$ cat src/rtl/sign_scheduler.sv
// Serializes signature bytes MSB-first into the sign FIFO and pairs each bit with a
// jittered bit-gap control word; emits pass-through filler words once the payload is done.
module sign_scheduler #(
    parameter logic [15:0] LFSR_DEFAULT = 16'hACE1
) (
    input  logic        clk,
    input  logic        rst,
    input  logic        clk_en,
    input  logic        frame_start,
    input  logic [6:0]  cfg_base,
    input  logic [6:0]  cfg_jmask,
    input  logic [15:0] cfg_seed,
    input  logic [7:0]  cfg_len,
    input  logic [7:0]  sig_in,
    input  logic        sig_empty,
    output logic        sig_rd,
    output logic [8:0]  cnt_data,
    output logic        cnt_wr,
    input  logic        cnt_afull,
    output logic        sign_data,
    output logic        sign_wr,
    input  logic        sign_afull,
    output logic        busy,
    output logic        done
);

    localparam logic [15:0] POLY_MASK = 16'hB400;
    localparam logic [6:0]  GAP_MAX   = 7'd127;

    typedef enum logic [2:0] {
        S_IDLE,
        S_FETCH,
        S_WAIT,
        S_EMIT,
        S_FILL
    } state_t;

    state_t      state_q,     state_d;
    logic [6:0]  base_q,      base_d;
    logic [6:0]  jmask_q,     jmask_d;
    logic [7:0]  len_q,       len_d;
    logic [15:0] lfsr_q,      lfsr_d;
    logic [7:0]  byte_cnt_q,  byte_cnt_d;
    logic [7:0]  shift_q,     shift_d;
    logic [2:0]  bit_idx_q,   bit_idx_d;
    logic [8:0]  cnt_data_q,  cnt_data_d;
    logic        cnt_wr_q,    cnt_wr_d;
    logic        sign_data_q, sign_data_d;
    logic        sign_wr_q,   sign_wr_d;
    logic        busy_q,      busy_d;
    logic        done_q,      done_d;

    logic        wr_en;
    logic [15:0] lfsr_adv;
    logic [7:0]  jitter_sum;
    logic [6:0]  gap;
    logic        last_bit;
    logic [7:0]  byte_next;

    assign wr_en     = clk_en & ~cnt_afull & ~sign_afull;
    assign lfsr_adv  = {1'b0, lfsr_q[15:1]} ^ (lfsr_q[0] ? POLY_MASK : '0);
    assign last_bit  = (bit_idx_q == 3'd0);
    assign byte_next = byte_cnt_q + 8'd1;

    // Gap is saturated into 1..127 so the replacement stage never sees a zero gap.
    always_comb begin
        jitter_sum = {1'b0, base_q} + {1'b0, lfsr_q[6:0] & jmask_q};
        if (jitter_sum > 8'd127) begin
            gap = GAP_MAX;
        end else if (jitter_sum == 8'd0) begin
            gap = 7'd1;
        end else begin
            gap = jitter_sum[6:0];
        end
    end

    assign sig_rd = (state_q == S_FETCH) & clk_en & ~sig_empty;

    always_comb begin
        state_d     = state_q;
        base_d      = base_q;
        jmask_d     = jmask_q;
        len_d       = len_q;
        lfsr_d      = lfsr_q;
        byte_cnt_d  = byte_cnt_q;
        shift_d     = shift_q;
        bit_idx_d   = bit_idx_q;
        cnt_data_d  = cnt_data_q;
        sign_data_d = sign_data_q;
        busy_d      = busy_q;
        cnt_wr_d    = 1'b0;
        sign_wr_d   = 1'b0;
        done_d      = 1'b0;

        if (clk_en) begin
            // frame_start wins over any write decided in the same cycle.
            if (frame_start) begin
                base_d     = cfg_base;
                jmask_d    = cfg_jmask;
                len_d      = cfg_len;
                lfsr_d     = (cfg_seed == 16'd0) ? LFSR_DEFAULT : cfg_seed;
                byte_cnt_d = '0;
                busy_d     = 1'b1;
                state_d    = (cfg_len != 8'd0) ? S_FETCH : S_FILL;
            end else begin
                case (state_q)
                    S_IDLE: begin
                    end
                    S_FETCH: begin
                        if (!sig_empty) begin
                            state_d = S_WAIT;
                        end
                    end
                    S_WAIT: begin
                        shift_d   = sig_in;
                        bit_idx_d = 3'd7;
                        state_d   = S_EMIT;
                    end
                    S_EMIT: begin
                        if (wr_en) begin
                            cnt_wr_d    = 1'b1;
                            sign_wr_d   = 1'b1;
                            cnt_data_d  = {last_bit, 1'b1, gap};
                            sign_data_d = shift_q[7];
                            shift_d     = {shift_q[6:0], 1'b0};
                            bit_idx_d   = bit_idx_q - 3'd1;
                            lfsr_d      = lfsr_adv;
                            if (last_bit) begin
                                byte_cnt_d = byte_next;
                                if (byte_next != len_q) begin
                                    state_d = S_FETCH;
                                end else begin
                                    done_d  = 1'b1;
                                    busy_d  = 1'b0;
                                    state_d = S_FILL;
                                end
                            end
                        end
                    end
                    S_FILL: begin
                        // Also covers the zero-length frame, where busy lasts one cycle.
                        busy_d = 1'b0;
                        if (wr_en) begin
                            cnt_wr_d   = 1'b1;
                            cnt_data_d = {1'b0, 1'b0, GAP_MAX};
                        end
                    end
                    default: begin
                        state_d = S_IDLE;
                    end
                endcase
            end
        end
    end

    always_ff @(posedge clk) begin
        if (!rst) begin
            state_q     <= S_IDLE;
            base_q      <= '0;
            jmask_q     <= '0;
            len_q       <= '0;
            lfsr_q      <= LFSR_DEFAULT;
            byte_cnt_q  <= '0;
            shift_q     <= '0;
            bit_idx_q   <= '0;
            cnt_data_q  <= '0;
            cnt_wr_q    <= 1'b0;
            sign_data_q <= 1'b0;
            sign_wr_q   <= 1'b0;
            busy_q      <= 1'b0;
            done_q      <= 1'b0;
        end else begin
            state_q     <= state_d;
            base_q      <= base_d;
            jmask_q     <= jmask_d;
            len_q       <= len_d;
            lfsr_q      <= lfsr_d;
            byte_cnt_q  <= byte_cnt_d;
            shift_q     <= shift_d;
            bit_idx_q   <= bit_idx_d;
            cnt_data_q  <= cnt_data_d;
            cnt_wr_q    <= cnt_wr_d;
            sign_data_q <= sign_data_d;
            sign_wr_q   <= sign_wr_d;
            busy_q      <= busy_d;
            done_q      <= done_d;
        end
    end

    assign cnt_data  = cnt_data_q;
    assign cnt_wr    = cnt_wr_q;
    assign sign_data = sign_data_q;
    assign sign_wr   = sign_wr_q;
    assign busy      = busy_q;
    assign done      = done_q;

endmodule
$ cat config.mk
export PLATFORM = sky130hd
export DESIGN_NAME = sign_scheduler
export DESIGN_NICKNAME = d
export VERILOG_FILES = /design/src/rtl/sign_scheduler.sv
export SDC_FILE = /design/constraint.sdc
export NUM_CORES = 1
export LEC_CHECK = 0
export ABC_AREA = 1
export BUFFER_PORTS_ARGS = -buffer_cell sky130_fd_sc_hd__buf_2
export CAP_MARGIN = 10
export CORE_ASPECT_RATIO = 2
export CORE_MARGIN = 4
export CORE_UTILIZATION = 60
export DETAILED_ROUTE_END_ITERATION = 8
export PLACE_DENSITY = 0.83
export RECOVER_POWER = 100
export SYNTH_ARGS = -nofsm -noshare
export SYNTH_HDL_FRONTEND = slang
export SYNTH_SLANG_ARGS = --single-unit
$ cat constraint.sdc
create_clock -name clk -period 4.3 [get_ports clk]
set_clock_uncertainty 0.1 [all_clocks]
set_input_delay 0.645 -clock clk [delete_from_list [all_inputs] [get_ports clk]]
set_output_delay 0.645 -clock clk [all_outputs]
set_load 0.05 [all_outputs]
# ---- Yosys cells after proc, flatten, opt, wreduce, memory -nomap -nowiden
# Index checks and enable logic that the tools add are counted.
dict set report totals {
  ff_bits 74
  in_bits 53
  output_inout_bits 15
  elab_cells 102
}
dict set report op_classes {
  addsub 3
  order_cmp 1
  n_eq_ne 12
  mux 32
  bitwise 16
  n_reduce_logical 24
}
# op n
set ops {}
lappend ops {{2-to-1 mux 16 bit} 5}
lappend ops {{2-to-1 mux 8 bit} 5}
lappend ops {{2-to-1 mux 3 bit} 7}
lappend ops {{2-to-1 mux 9 bit} 2}
lappend ops {{one-hot mux 9 bit (2 select lines)} 1}
lappend ops {{logical NOT 16 bit} 1}
lappend ops {{one-hot mux 8 bit (2 select lines)} 1}
lappend ops {{bitwise XOR 15 x 16 -> 16 bit} 1}
lappend ops {{AND reduction 5 bit} 3}
lappend ops {{2-to-1 mux 7 bit} 2}
lappend ops {{!= test 3 bit, second input constant} 4}
lappend ops {{one-hot mux 3 bit (4 select lines)} 1}
lappend ops {{AND reduction 4 bit} 3}
lappend ops {{inverter 1 bit} 10}
lappend ops {{nonzero test 2 bit} 5}
lappend ops {{adder 7 x 7 -> 8 bit} 1}
lappend ops {{adder 8 x 1 -> 8 bit, second input constant} 1}
lappend ops {{> comparator 8 x 7 -> 1 bit, second input constant} 1}
lappend ops {{logical NOT 8 bit} 1}
lappend ops {{!= test 8 bit} 1}
lappend ops {{nonzero test 8 bit} 1}
lappend ops {{OR reduction 4 bit} 2}
lappend ops {{AND 7 bit} 1}
lappend ops {{equality test 3 x 2 -> 1 bit, second input constant} 2}
lappend ops {{15 further kinds} 26}

# ---- Longest topological paths before layout
dict set report logic_depth {
  word_depth 7
  depth_mapped 13
  ltp_nobuf 13
}

# ---- Worst setup path after synthesis
# OpenSTA, ideal clock, no wires.
dict set report synth_path {
  path_type {input to output}
  from {input port clk_en}
  to {output port sig_rd}
  arrival_ps 1783
  required_ps 3555
  slack_ps 1772
  path_stages 2
  n_path_buf 0
  path_cell_list {inv_2 nor3_1}
}
dict set report synth_between {
  elab_chain_cells 2
}
# item line_no
set synth_lines {}
lappend synth_lines {{start, declared} 8} ;# input logic clk_en,
lappend synth_lines {{AND 1 bit (2 in series)} 77} ;# assign sig_rd = (state_q == S_FETCH) & clk_en & ~sig_empty;
lappend synth_lines {{end, declared} 16} ;# output logic sig_rd,
# No other way between the ends.

# ---- Worst setup path in the final report
dict set report layout_path {
  from {input port rst}
  to {register byte_cnt_q[5]}
}
# item line_no
set layout_rtl {}
lappend layout_rtl {{start, declared} 7} ;# input logic rst,
lappend layout_rtl {{end signal, assigned} 178} ;# byte_cnt_q <= byte_cnt_d;
lappend layout_rtl {{end, declared} 43} ;# logic [7:0] byte_cnt_q, byte_cnt_d;
# No word-level cell between the ends.

==> results.md <==
* Setup TNS at 0 ps
* DRT Pass-1 Iters at 5
* Post-cts gate resize count at 0
* Relative slew slack at -49.1%
* Fin nets at between 600 and 700
* Kind of critical path: primary input to flop
* Hold Crit Class: flop to flop
* DP Wirelength at about 7.5 mm
* Avg WL per Cell at 15.4 um
* Number of flops mapped to enable cells by yosys at 0
* Initial antenna violation count at 0
* Slowest library cell on the worst path: clkbuf_1
* Synth Instances at approximately 520
* Crit-path cells: clkbuf_1, inv_1, a211oi_1
* Port Buffer Count at 67
* Arr. time, crit path at 3550 ps
* Total core area at between 6000 and 7000 um^2
* Iteration-0 DRC Markers at 331
* CTS root buf: clkbuf_16
* Final ANT Viol Nets at 0
* Io pins at between 60 and 70
* Setup-failing EPs final at 0
* Failing checks: capacitance limit, slew limit
* Cts bufs inserted at 9
* Post-Syn Area per Cell at about 7.2 um^2
* Actual slew at the worst max-slew pin at 2240 ps
* Post-synth ARST share at 0%
* Fmax at 292 MHz
* Overall power at between 1.5 and 2 mW
* Diodes inserted at 0
* PwrDens at around 390 nW/um^2
* Distinct cells, synth at 43
* Critical Path Sink Type: flop
* Postcts setup bufs at 0
* Post-Syn Area at around 3800 um^2
* Top FF cell, synth: dfxtp_1
* CP peak stage delay at 1570 ps
* Die height at about 120 um
* CTS tree: yes
* Grt total ovfl at 0
* Final Hold Viols at 0
* Yosys top cell area share at between 30% and 40%
* Clock-pin slew on the worst setup and hold paths at roughly 50 ps
* Worst VDD drop at ~0.00027 V
* Die area at around 7700 um^2
* First-pass GRT wire length at between 15 and 20 mm
* Slew Limit Fails at 60
* Max Cap Violations at 1
* Crit start category: primary input
* Period utilization at about four fifths
* Layout cells sized above 1 at roughly 16%
* Worst-path maximum fanout at 59
* Initial Util at ~62%
* Leading area contributor after synthesis: dfxtp_1
* Chip width at between 60 and 70 um
* Sequential area share after synthesis at between 30% and 40%
* Remaining DRCs at 0
* Hold Buf Count CTS at 0
* Leading post-synthesis cells by cell area: dfxtp_1, nand2_1, o21ai_0, nor2_1, a21oi_1
* Leak pwr at ~1.9 nW
* H-tree Lvls at 3
* Later-pin clock latency in the skew report at ~340 ps
* Final min period at 3420 ps
* Routed WL at around 10 mm
* Clock sink count at 74
* Yosys reg bits at 74
* Status: finished, violations left
* Vias at 3826
* Largest net degree at the start of global routing at 60
* Final Wtd Congestion at ~0.9
* Critical Path RT at around 4400 ps
* Gr usage total at 28.7%
* RSZ-0062 raised after global routing: no
* Clock Tree Buf Depth at 2
* # rows at 40
* Vias in the first global route at approximately 3800
* Vias/cell at around 5.7
* Synth Net Count at 583
* YS warnings at 0
* Area growth syn-to-layout at 15.6%
[registers in the layout, summed over array words and instances, names as in the netlist]
name        flops
jmask_q         7
cnt_data        9
base_q          7
done            1
bit_idx_q       3
lfsr_q         16
byte_cnt_q      8
state_q         3
sign_wr         1
cnt_wr          1
busy            1
sign_data       1
shift_q         8
len_q           8
[cells in the mapped netlist (all sizes together), types with 4 or more instances]
master / number
o221ai: 5
inv: 46
clkbuf: 15
ha: 10
xnor2: 4
nor2: 75
dfxtp: 74
nand2: 92
o211ai: 4
a31oi: 20
clkinv: 4
nand3: 35
o21ai: 56
a211oi: 7
xor2: 4
nor3: 6
buf: 6
nand4: 5
a21oi: 37
[layout by cell type, fill, tap and decap left out, drive strengths merged, types with 2 or more instances in the layout]
master   n
a211oi   7
a21oi   37
a31oi   20
buf     53
clkbuf  29
clkinv   7
dfxtp   74
ha      10
inv     46
nand2   92
nand3   35
nand3b   2
nand4    5
nor2    75
nor3     6
o211ai   4
o21ai   56
o21bai   2
o221ai   5
o31ai    2
or2      3
xnor2    4
xor2     4
[logic make-up after synthesis]
logic type      after synthesis  synth area share, %
simple gates                221                 26.3
compound gates              134                 20.7
buf+inv                      71                 7.76
xor+xnor                      8                 1.87
fa+ha+maj                    11                 3.87
flops                        74                 39.5
[path summary, 6_finish.rpt]
kind | slack [ps] | start | depth (start not counted) | to
worst min-delay path | 370 | shift_q[0] | 2 | shift_q[0]
worst max register to register | 1360 | state_q[2] | 11 | byte_cnt_q[5]
worst min register to register | 370 | shift_q[0] | 2 | shift_q[0]
worst max-delay path | 880 | rst | 3 | byte_cnt_q[5]
[final cells by class]
type	count	area (um^2)
Clock buffer	13	250
Clock inverter	3	15.0
Fill cell	534	1720
Inverter	50	194
Multi-Input combinational cell	374	1960
Sequential cell	74	1480
Tap cell	84	105
Timing Repair Buffer	69	330
[worst max-delay path: cells and delay by family]
family          cells  cell delay, ps
buf+inv             2            2400
compound gates      1             490
[stage by stage]
stage	hold slack [ps]	instance area, um^2	instances	setup WS (ps)	util [%]
after floorplan	322	3750	519	1770	-
after global placement	340	4110	651	1260	67.9
after detailed placement	353	4110	651	1070	67.9
after CTS	362	4380	667	1400	72.3
after global routing	380	4340	667	589	71.7
final	367	4340	667	876	71.7
[power breakdown]
group | switching [mW] | total (mW) | internal, mW | leakage, nW
registers | 0.0317 | 0.758 | 0.726 | 0.607
clock network | 0.275 | 0.679 | 0.404 | 0.133
logic | 0.154 | 0.242 | 0.0877 | 1.17
total | 0.461 | 1.68 | 1.22 | 1.91
[routing by layer]
metal | GRT usage [%] | vias up | part of all wire (%) | routed length [um]
li1 | - | 1868 | - | -
met1 | 29.0 | 1761 | 35 | 3580
met2 | 52.2 | 156 | 54 | 5600
met3 | 5.52 | 41 | 5.5 | 566
met4 | 17.6 | 0 | 5.2 | 539
met5 | 0 | - | 0 | 0
Power figures use the tool's default switching activity.
